==> src/rtl/speck_pkg.sv <==
// Shared types and helpers for the iterative SPECK engine.
// The rotate helpers work on a 64-bit carrier and mask the result to the live word width.
package speck_pkg;

  typedef enum logic [1:0] {
    IDLE = 2'd0,
    RUN  = 2'd1,
    DONE = 2'd2
  } state_t;

  localparam int unsigned MAX_WORD = 64;

  function automatic int unsigned alpha_of(input int unsigned w);
    return (w == 16) ? 7 : 8;
  endfunction

  function automatic int unsigned beta_of(input int unsigned w);
    return (w == 16) ? 2 : 3;
  endfunction

  // Rotate right by r within the low w bits; bits above w must be zero on entry.
  function automatic logic [MAX_WORD-1:0] ror(input logic [MAX_WORD-1:0] v,
                                              input int unsigned r,
                                              input int unsigned w);
    logic [MAX_WORD-1:0] mask;
    mask = (w >= MAX_WORD) ? '1 : ((MAX_WORD'(1) << w) - MAX_WORD'(1));
    return ((v >> r) | (v << (w - r))) & mask;
  endfunction

  function automatic logic [MAX_WORD-1:0] rol(input logic [MAX_WORD-1:0] v,
                                              input int unsigned r,
                                              input int unsigned w);
    return ror(v, w - r, w);
  endfunction

endpackage

==> src/rtl/speck_round.sv <==
// One SPECK round R(a, b, c): shared by the data path and the key schedule.
module speck_round
  import speck_pkg::*;
#(
  parameter int unsigned WORD = 64
) (
  input  logic [WORD-1:0] a,
  input  logic [WORD-1:0] b,
  input  logic [WORD-1:0] c,
  output logic [WORD-1:0] a_next_c,
  output logic [WORD-1:0] b_next_c
);

  localparam int unsigned ALPHA = alpha_of(WORD);
  localparam int unsigned BETA  = beta_of(WORD);

  logic [WORD-1:0] a_ror;
  logic [WORD-1:0] b_rol;

  always_comb begin
    a_ror    = WORD'(ror(MAX_WORD'(a), ALPHA, WORD));
    b_rol    = WORD'(rol(MAX_WORD'(b), BETA, WORD));
    a_next_c = (a_ror + b) ^ c;
    b_next_c = b_rol ^ a_next_c;
  end

endmodule

==> src/rtl/speck_iter_core.sv <==
// Iterative SPECK encryption core: one round per cycle with an on-the-fly key schedule.
// Plaintext/key are captured on accept; the ciphertext is held until the consumer takes it.
module speck_iter_core
  import speck_pkg::*;
#(
  parameter int unsigned WORD      = 64,
  parameter int unsigned KEY_WORDS = 2,
  parameter int unsigned ROUNDS    = 32
) (
  input  logic                      clk,
  input  logic                      rst_n,
  input  logic                      in_valid,
  output logic                      in_ready,
  input  logic [2*WORD-1:0]         plaintext,
  input  logic [KEY_WORDS*WORD-1:0] key,
  output logic                      out_valid,
  input  logic                      out_ready,
  output logic [2*WORD-1:0]         ciphertext,
  output logic                      busy
);

  localparam int unsigned RND_W = (ROUNDS > 1) ? $clog2(ROUNDS) : 1;
  localparam int unsigned LW    = (KEY_WORDS - 1) * WORD;
  localparam logic [RND_W-1:0] LAST_RND = RND_W'(ROUNDS - 1);

  state_t state;
  state_t state_nxt;

  logic [RND_W-1:0]   rnd;
  logic [WORD-1:0]    x;
  logic [WORD-1:0]    y;
  logic [WORD-1:0]    k;
  logic [LW-1:0]      l_reg;
  logic [WORD-1:0]    x_nxt;
  logic [WORD-1:0]    y_nxt;
  logic [WORD-1:0]    l_new;
  logic [WORD-1:0]    k_nxt;
  logic [WORD-1:0]    rnd_word;
  logic [LW+WORD-1:0] l_cat;
  logic [LW-1:0]      l_shift;
  logic               accept;
  logic               last_rnd;
  logic               in_ready_nxt;
  logic               out_valid_nxt;
  logic               busy_nxt;

  assign accept     = in_valid & in_ready;
  assign last_rnd   = (state == RUN) && (rnd == LAST_RND);
  assign rnd_word   = WORD'(rnd);
  // l words shift toward l[0]; the fresh word enters at the top.
  assign l_cat      = {l_new, l_reg};
  assign l_shift    = LW'(l_cat >> WORD);
  assign ciphertext = {x, y};

  speck_round #(.WORD(WORD)) u_data_round (
    .a        (x),
    .b        (y),
    .c        (k),
    .a_next_c (x_nxt),
    .b_next_c (y_nxt)
  );

  speck_round #(.WORD(WORD)) u_key_round (
    .a        (l_reg[WORD-1:0]),
    .b        (k),
    .c        (rnd_word),
    .a_next_c (l_new),
    .b_next_c (k_nxt)
  );

  // State and registered handshake outputs
  always_ff @(posedge clk or negedge rst_n) begin
    if (!rst_n) begin
      state     <= IDLE;
      in_ready  <= 1'b1;
      out_valid <= 1'b0;
      busy      <= 1'b0;
    end else begin
      state     <= state_nxt;
      in_ready  <= in_ready_nxt;
      out_valid <= out_valid_nxt;
      busy      <= busy_nxt;
    end
  end

  always_comb begin
    state_nxt = state;
    case (state)
      IDLE:    if (accept)    state_nxt = RUN;
      RUN:     if (last_rnd)  state_nxt = DONE;
      DONE:    if (out_ready) state_nxt = IDLE;
      default: state_nxt = IDLE;
    endcase
  end

  always_comb begin
    in_ready_nxt  = 1'b0;
    out_valid_nxt = 1'b0;
    busy_nxt      = 1'b0;
    case (state_nxt)
      IDLE:    in_ready_nxt  = 1'b1;
      RUN:     busy_nxt      = 1'b1;
      DONE:    out_valid_nxt = 1'b1;
      default: in_ready_nxt  = 1'b1;
    endcase
  end

  // Round datapath; the key step on the final round is computed but never used.
  always_ff @(posedge clk or negedge rst_n) begin
    if (!rst_n) begin
      rnd   <= '0;
      x     <= '0;
      y     <= '0;
      k     <= '0;
      l_reg <= '0;
    end else if (state == IDLE && accept) begin
      rnd   <= '0;
      x     <= plaintext[2*WORD-1:WORD];
      y     <= plaintext[WORD-1:0];
      k     <= key[WORD-1:0];
      l_reg <= key[KEY_WORDS*WORD-1:WORD];
    end else if (state == RUN) begin
      x     <= x_nxt;
      y     <= y_nxt;
      k     <= k_nxt;
      l_reg <= l_shift;
      if (!last_rnd) rnd <= rnd + RND_W'(1);
    end
  end

endmodule

==> config.mk <==
export PLATFORM = sky130hd
export DESIGN_NAME = speck_iter_core
export DESIGN_NICKNAME = d
export VERILOG_FILES = /design/src/rtl/speck_pkg.sv /design/src/rtl/speck_round.sv /design/src/rtl/speck_iter_core.sv
export SDC_FILE = /design/constraint.sdc
export NUM_CORES = 1
export LEC_CHECK = 0
export ABC_CLOCK_PERIOD_IN_PS = 6200
export CELL_PAD_IN_SITES_DETAIL_PLACEMENT = 1
export CELL_PAD_IN_SITES_GLOBAL_PLACEMENT = 1
export CORE_MARGIN = 2
export CORE_UTILIZATION = 43
export DETAILED_ROUTE_END_ITERATION = 7
export PLACE_DENSITY = 0.86
export SLEW_MARGIN = 20
export SYNTH_ARGS = -nofsm -noshare
export SYNTH_HDL_FRONTEND = slang
export SYNTH_SLANG_ARGS = --single-unit
==> constraint.sdc <==
create_clock -name clk -period 6.2 [get_ports clk]
set_input_delay 1.24 -clock clk [delete_from_list [all_inputs] [get_ports clk]]
set_output_delay 1.24 -clock clk [all_outputs]
set_load 0.05 [all_outputs]
### Word level (Yosys, flattened, before mapping)

Cells that the tools add are included.

* bits in registers: 266
* bits of input ports: 260
* word-level logic and storage cells: 51

* add/subtract/negate cells: 3
* equality and inequality tests: 6
* mux-type cells: 18
* bitwise operators: 9
* reductions and logical operators: 6

Operators by type and width (number)
* two-way mux 64 bit: 8
* XOR 64 bit: 3
* adder 64 bit: 2
* bitwise OR 3 x 64 -> 64 bit: 2
* bitwise OR 56 x 64 -> 64 bit: 2
* XOR 64 x 5 -> 64 bit: 1
* two-way mux 5 bit: 3
* two-way mux 2 bit: 3
* case mux 2 bit (3 select lines): 1
* adder 5 x 1 -> 5 bit, second input constant: 1
* equality test 5 bit, second input constant: 1
* equality test 2 x 1 -> 1 bit, second input constant: 2
* equality test 2 bit, second input constant: 2
* two-way mux 1 bit: 3
* logical AND 1 bit: 2
* logical NOT 2 bit: 1
* inequality test 2 x 1 -> 1 bit, second input constant: 1
* AND reduction 2 bit: 1
* nonzero test 2 bit: 1
* OR reduction 2 bit: 1
* AND 1 bit: 1

### Longest topological paths before layout

Gate-level depths: netlist (run 1).

* depth after elaboration: 7
* depth in mapped cells: 13
* gate-level depth less buffers: 13

### By module

From an unflattened synthesis (run 1), not the netlist that was laid out.

* cells, all modules: 2830
* area, all modules: 22123.7 um2

By module, submodules not included
* speck_iter_core: times used 1, cells an instance 1436, area an instance 11989.0 um2
* speck_round: times used 2, cells an instance 697, area an instance 5067.4 um2

### Worst setup path before layout (run 1)

No wires, ideal clock.

* kind: register -> register
* start: register y[0]
* end: register y[50]
* library setup time: 0.083 ns
* data arrival time: 3.386 ns
* data required time: 6.117 ns
* path slack: 2.731 ns
* cell stages (with the launch flop): 14
* period minus slack after synthesis: 3.469 ns
* cells stage by stage: dfrtp_1 ha_1 inv_1 fa_1 nor2b_1 o2111ai_1 a31o_2 a2111oi_4 nor3_2 or3_1 nand3_1 a21o_1 xor3_1 o21ai_0

* longest elaborated chain between the ends: 5

Ends and longest elaborated chain
* start, declared: line speck_iter_core.sv:31 `logic [WORD-1:0] y;`
* start signal, assigned: line speck_iter_core.sv:119 `y <= plaintext[WORD-1:0];`
* start signal, assigned: line speck_iter_core.sv:124 `y <= y_nxt;`
* adder 64 bit: line speck_round.sv:23 `a_next_c = (a_ror + b) ^ c;`
* XOR 64 bit: line speck_round.sv:23
* XOR 64 bit: line speck_round.sv:24 `b_next_c = b_rol ^ a_next_c;`
* two-way mux 64 bit: line speck_iter_core.sv:122 `end else if (state == RUN) begin`
* two-way mux 64 bit: line speck_iter_core.sv:116 `end else if (state == IDLE && accept) begin`

No other way between the ends. The select of a mux whose other input is x is not followed.
A chain may end at the register's enable or synchronous reset.

### Final worst setup path (run 1)

* start: register k[0]
* end: register k[38]

* longest elaborated chain between the ends: 5

Ends and longest elaborated chain
* start, declared: line speck_iter_core.sv:32 `logic [WORD-1:0] k;`
* start signal, assigned: line speck_iter_core.sv:120 `k <= key[WORD-1:0];`
* start signal, assigned: line speck_iter_core.sv:125 `k <= k_nxt;`
* adder 64 bit: line speck_round.sv:23
* XOR 64 x 5 -> 64 bit: line speck_round.sv:23
* XOR 64 bit: line speck_round.sv:24
* two-way mux 64 bit: line speck_iter_core.sv:122
* two-way mux 64 bit: line speck_iter_core.sv:116

No other way between the ends. The select of a mux whose other input is x is not followed.

==> out/qor.txt, run 1 <==
Status -> completed
CTS Buffer Depth -> 3
Register area share after synthesis -> 0.325
Final setup skew -> 12.2 ps
Max Cap Violations -> 0
Post-synth top area cell -> dfrtp_1
Die area -> 49500 sq um
Syn nets -> 2740
Place WS -> 2300 ps
Clock slew at reported path FFs -> 50 ps
Hold Vio Cnt, Final -> 0
Post-Layout Cell Count -> 3271
Die height -> 222 microns
Critical Path AT -> 4240 ps
Commonest non-fill, non-tap cell in the layout -> clkdlybuf4s50_1
Die Wd -> 222 microns
Async set or reset register ratio after synthesis -> 1.00
Post-CTS resize count -> 0
I/O pin count -> 391
First-pass GRT wire length -> 131 mm
RSZ-0062 raised after global routing -> false
Clock Latency Late Sink -> 550 ps
Final Util -> 0.545
Post-Syn Area -> 20500 sq um
Critical path class -> flop to flop
Core Area -> 47400 sq um
Drt via density -> 6.31
P&R area growth vs syn -> 26.1%
Hpwl dp -> 66.0 mm
Placed insts -> 3216
Top cell type's share of synthesized area -> 0.323
Cells taking the most area after synthesis -> dfrtp_1 (32%), xnor2_1 (9.9%), a22oi_1 (9.1%)
Fraction of layout cells with a size suffix above 1 -> 0.0365
Post-synthesis average cell area -> 8.73 sq um
Initial core utilization -> 0.432
Most frequent cells in the layout -> clkdlybuf4s50_1 (389), dfrtp_1 (265), nand2_1 (253), a22oi_1 (249), o21ai_0 (244)
Synth Register Bits -> 266
Top FF cell, synth -> dfrtp_1
Cell Rows -> 80
Initial antenna violation count -> 0
Grt total ovfl -> 0
Yosys warnings -> 0
Diode count -> 0
R2R depth -> 13
Reg-to-Reg Start -> k[0]
Via count -> 20643
TNS Setup -> 0 ps
Post-synth EDFFs -> 0
CTS tree -> done
Slew @ Worst Pin -> 1260 ps
GR Util All Layers -> 0.340
Routed WL -> 85.9 mm
Pin count of the biggest net entering global routing -> 188
Initial DRC Count -> 1969
Final setup fails -> 0
Final-report max-slew violation count -> 0
Crit path required time -> 6590 ps
Drt wl/cell -> 26.3 microns
Mapped Cells -> 2348
Sink Count -> 266
Hold Crit Depth -> 2
CP max FO -> 4
H-tree levels -> 2
Hold Crit Class -> flop to flop
Worst R2R Setup Slack -> 2350 ps
TritonCTS Buffers -> 34
Crit Reg-Reg Endpoint -> k[38]
Worst Hold Endpoint -> l_reg[8]
Layout net count -> 3029
Setup crit start kind -> flop
Vias in the first global route -> 21545
GP Congestion -> 0.929
Min Clock Period, post-route -> 3850 ps
Count of cell types in the netlist -> 86
Worst slew margin -> 0.160
Final critical-path share of the clock period -> 0.620
Root buffer cell -> clkbuf_16
I/O Buffers -> 390
Worst setup margin -> 2350 ps
Fmax -> 260 MHz
DR pass1 iterations -> 5
Setup crit end kind -> flop
Hold path startpoint -> l_reg[8]
Post-CTS Setup Bufs -> 0
# DRC -> 0
Post-cts hold buffer count -> 0
Post-route ant nets -> 0
[how the worst max path moves through the flow]
stage          startpoint  endpoint  cells after the start
6_report             k[0]     k[38]                     13
3_3_place_gp     in_valid     x[56]                      7
3_5_place_dp     in_valid      x[3]                      7
2_1_floorplan        y[0]     y[50]                     13
4_1_cts              k[0]     k[38]                     13
5_1_grt              k[0]     k[38]                     13
[synth_stat cells, types with 4 or more instances]
| library cell | instances |
|---|---|
| a31oi_1 | 15 |
| a21oi_1 | 148 |
| a211oi_1 | 10 |
| a21oi_2 | 5 |
| o211ai_1 | 8 |
| nand2_1 | 253 |
| or2_2 | 5 |
| xor2_1 | 89 |
| and3_1 | 15 |
| nor3_1 | 21 |
| nand2b_1 | 10 |
| nor2b_1 | 14 |
| nor4_1 | 4 |
| nor3b_1 | 4 |
| a221oi_1 | 4 |
| a21boi_0 | 5 |
| dfrtp_1 | 265 |
| inv_1 | 45 |
| xnor3_1 | 11 |
| or3_1 | 7 |
| o22ai_1 | 4 |
| o21a_1 | 15 |
| nor2_1 | 90 |
| ha_1 | 130 |
| a21o_1 | 71 |
| and4_1 | 8 |
| a22o_1 | 6 |
| buf_2 | 19 |
| o21ai_0 | 244 |
| nand3_1 | 32 |
| o31ai_1 | 6 |
| buf_1 | 7 |
| nand4_1 | 46 |
| xnor2_1 | 231 |
| o21bai_1 | 29 |
| a22oi_1 | 249 |
| clkbuf_1 | 120 |
| a221o_1 | 6 |
| a41oi_1 | 4 |
| o21ai_1 | 21 |
[routing by layer]
metal | up-vias | GRT usage | share of wire
li1 | 9210 | - | -
met1 | 10442 | 0.457 | 0.43
met2 | 857 | 0.571 | 0.47
met3 | 134 | 0.0434 | 0.065
met4 | 0 | 0.108 | 0.030
met5 | - | 0 | 0
[layout make-up]
cell class / count / area (sq um)
Timing Repair Buffer: 400 / 4020
Fill cell: 5433 / 21600
Clock buffer: 48 / 1020
Tap cell: 615 / 769
Inverter: 45 / 169
Sequential cell: 266 / 6660
Multi-Input combinational cell: 1890 / 13100
Clock inverter: 7 / 93.8
[worst max-delay path: stages (launching register included)]
cell       delay (ps)
dfrtp_1           440
ha_1              200
inv_1              50
fa_1              400
nor2b_1           190
o2111ai_1         190
a31oi_1           370
nor3_2            130
o41ai_1           740
a21oi_1           250
o21bai_1          250
xnor2_1           200
xnor2_1           170
o21ai_0           120
[cells by family after synthesis]
kind of cell | share of synthesized area
compound gates | 0.290
simple gates | 0.118
xor+xnor | 0.150
buf+inv | 0.0367
fa+ha+maj | 0.0813
flops | 0.325
[through the flow]
stage / cell area, sq um / hold WS [ps]
floorplan: 20500 / 450
global placement: 24700 / 476
finish: 25900 / 502
global route: 25900 / 530
CTS: 25900 / 505
detailed placement: 24700 / 492
Power of run 1 is not shown: default switching activity piles up to over one toggle a cycle in this logic, so the estimate is an artifact.
==> run 2: changes to the inputs <==
--- a/config.mk
+++ b/config.mk
@@ -5,13 +5,13 @@
 export SDC_FILE = /design/constraint.sdc
 export NUM_CORES = 1
 export LEC_CHECK = 0
-export ABC_CLOCK_PERIOD_IN_PS = 6200
+export ABC_CLOCK_PERIOD_IN_PS = 3700
 export CELL_PAD_IN_SITES_DETAIL_PLACEMENT = 1
 export CELL_PAD_IN_SITES_GLOBAL_PLACEMENT = 1
 export CORE_MARGIN = 2
-export CORE_UTILIZATION = 43
+export CORE_UTILIZATION = 40
 export DETAILED_ROUTE_END_ITERATION = 7
-export PLACE_DENSITY = 0.86
+export PLACE_DENSITY = 0.81
 export SLEW_MARGIN = 20
 export SYNTH_ARGS = -nofsm -noshare
 export SYNTH_HDL_FRONTEND = slang
==> constraint.sdc (replaced) <==
create_clock -name clk -period 3.7 [get_ports clk]
set_input_delay 0.74 -clock clk [delete_from_list [all_inputs] [get_ports clk]]
set_output_delay 0.74 -clock clk [all_outputs]
set_load 0.05 [all_outputs]
==> run 2 against run 1 <==
Compared with the run above: flip-flop and latch count did not move; critical path depth did not move; utilization fell by 1.2 points; register-to-register slack got worse by 2200 ps; die area rose by 7.4%; setup slack got worse by 2200 ps; non-clock buffer count rose by 106; critical path type unchanged; global-route usage fell by 1.6 points; via count rose by 1.7%; maximum frequency rose by 7.9%.
==> out/qor.txt, run 2 (synthesis gave the netlist of run 1 again) <==
GP Congestion -> 0.934 (+0.64%)
Routed WL -> 88.2 mm (+2.7%)
Most frequent cells in the layout -> clkdlybuf4s50_1 (389), dfrtp_1 (265), nand2_1 (253), a22oi_1 (249), o21ai_0 (244)
Pin count of the biggest net entering global routing -> 131 (-30%)
Min Clock Period, post-route -> 3560 ps (-283 ps)
Final setup skew -> 12.0 ps (-0.275 ps)
Worst slew margin -> 0.279 (+0.120)
Grt total ovfl -> 0 (unchanged)
Slew @ Worst Pin -> 1080 ps (-180 ps)
Final setup fails -> 0 (unchanged)
Crit path required time -> 4180 ps (-2410 ps)
Final-report max-slew violation count -> 0 (unchanged)
Hold Crit Class -> input pin to asynchronous set/reset pin
Fmax -> 281 MHz (+7.9%)
TritonCTS Buffers -> 35 (+2.9%)
CTS Buffer Depth -> 3 (unchanged)
Reg area -> 6660 sq um (unchanged)
Critical Path AT -> 4040 ps (-200 ps)
Initial DRC Count -> 1648 (-16%)
Commonest non-fill, non-tap cell in the layout -> clkdlybuf4s50_1
Multi-input gate area -> 13200 sq um (+0.30%)
Post-route ant nets -> 0 (unchanged)
Post-cts hold buffer count -> 0 (unchanged)
Hpwl dp -> 68.8 mm (+4.2%)
Die height -> 230 microns (+3.6%)
CP cell instances -> ha_1 > inv_1 > fa_1 > nor2b_2 > o2111ai_1 > a31o_2 > a21o_1 > a21boi_2 > a21oi_1 > and2b_1 > o41a_1 > xnor3_1 > o21ai_1
GR Util All Layers -> 0.324 (-0.0160)
I/O pin count -> 391 (unchanged)
Setup crit end kind -> flop
RSZ-0062 raised after global routing -> false
P&R area growth vs syn -> 30.9%
Hold Vio Cnt, Final -> 0 (unchanged)
Vias in the first global route -> 21955 (+1.9%)
Drt via density -> 6.10 (-3.3%)
Clock Latency Late Sink -> 560 ps (about the same)
Via count -> 20998 (+1.7%)
Initial core utilization -> 0.407 (-0.0251)
I/O Buffers -> 390 (unchanged)
Root buffer cell -> clkbuf_16
Die Wd -> 230 microns (+3.6%)
# DRC -> 0 (unchanged)
Fraction of layout cells with a size suffix above 1 -> 0.0777 (+0.0412)
Cell area after layout -> 26800 sq um (+3.8%)
Buf/Inv on CP -> 1 (unchanged)
Worst path top cell family by delay -> compound AO/OA/AOI/OAI gates
Layout net count -> 3136 (+3.5%)
Critical path class -> flop to flop
Setup crit start kind -> flop
Clock slew at reported path FFs -> 60 ps (about the same)
Placement Cell Area -> 25700 sq um (+3.7%)
First-pass GRT wire length -> 133 mm (+1.7%)
Max Cap Violations -> 0 (unchanged)
Initial antenna violation count -> 1 (+1)
DR pass1 iterations -> 5 (unchanged)
Status -> completed
CTS tree -> done
TNS Setup -> 0 ps (unchanged)
Die area -> 53100 sq um (+7.4%)
Drt wl/cell -> 25.6 microns (-2.4%)
H-tree levels -> 2 (unchanged)
Sink Count -> 266 (unchanged)
Core Area -> 50400 sq um (+6.2%)
CP max FO -> 4 (unchanged)
Final critical-path share of the clock period -> 0.963 (+0.343)
Critical path's slowest cell -> o41a_1
Filler instances -> 5773 (+6.3%)
CP peak stage delay -> 450 ps (-290 ps)
Cell Rows -> 82 (+2.5%)
[run 2: changes by cell type in the layout (fill, tap and decap cells not counted), moves of 2 or more]
cell / delta
buf_4: +102
buf_12: +4
clkinv_2: +4
a2111oi_1: -2
clkbuf_1: -2
clkinvlp_4: +2
[run 2: through the flow]
step | cells | hold slack, ps | setup slack (ps) | utilization
floorplan | 2348 | 444 | 231 | -
global placement | 3379 | 486 | 215 | 0.509
detailed placement | 3379 | 496 | 170 | 0.509
CTS | 3439 | 145 | 117 | 0.532
global route | 3440 | 164 | 7.30 | 0.533
finish | 3440 | 126 | 137 | 0.533
[run 2: cell type report]
type / count / area share
diodes: 1 / 0.0000932
clock buffers: 46 / 0.0376
clock inverters: 14 / 0.00513
inverters: 45 / 0.00629
multi-input cells: 1890 / 0.490
flip-flops and latches: 266 / 0.248
well taps: 672 / 0.0313
repair buffers: 506 / 0.181
[run 2: what timing repair did]
action / 4_1_cts / 5_1_grt
hold endpoints to repair: 0 / 0
buffers inserted: 0 / 0
gates resized for setup: 0 / 6
setup endpoints to repair: 0 / 18
[run 2: final timing paths]
path / from / endpoint / slack (ps) / depth (start not counted)
max in group asynchronous: rst_n / x[22] / 2720 / 2
worst max register to register: x[8] / y[48] / 140 / 13
worst max-delay path: x[8] / y[48] / 140 / 13
worst min-delay path: rst_n / l_reg[53] / 130 / 1
min in group clk: l_reg[29] / l_reg[29] / 520 / 2
worst min register to register: l_reg[29] / l_reg[29] / 520 / 2
[run 2: routing by layer]
metal | routed length [microns] | vias up | track usage
li1 | - | 9420 | -
met1 | 38200 | 10578 | 0.439
met2 | 41300 | 851 | 0.535
met3 | 6130 | 149 | 0.0469
met4 | 2530 | 0 | 0.101
met5 | 0 | - | 0
Power of run 2 is left out for the same reason.
==> run 3: changes to the inputs <==
--- a/config.mk
+++ b/config.mk
@@ -11,6 +11,7 @@
 export CORE_MARGIN = 2
 export CORE_UTILIZATION = 40
 export DETAILED_ROUTE_END_ITERATION = 7
+export HOLD_SLACK_MARGIN = 0.08
 export PLACE_DENSITY = 0.81
 export SLEW_MARGIN = 20
 export SYNTH_ARGS = -nofsm -noshare
==> results of run 3 <==
Same layout as run 2: the final DEF is identical, and so are final timing and power.
Power of run 3 is left out for the same reason.
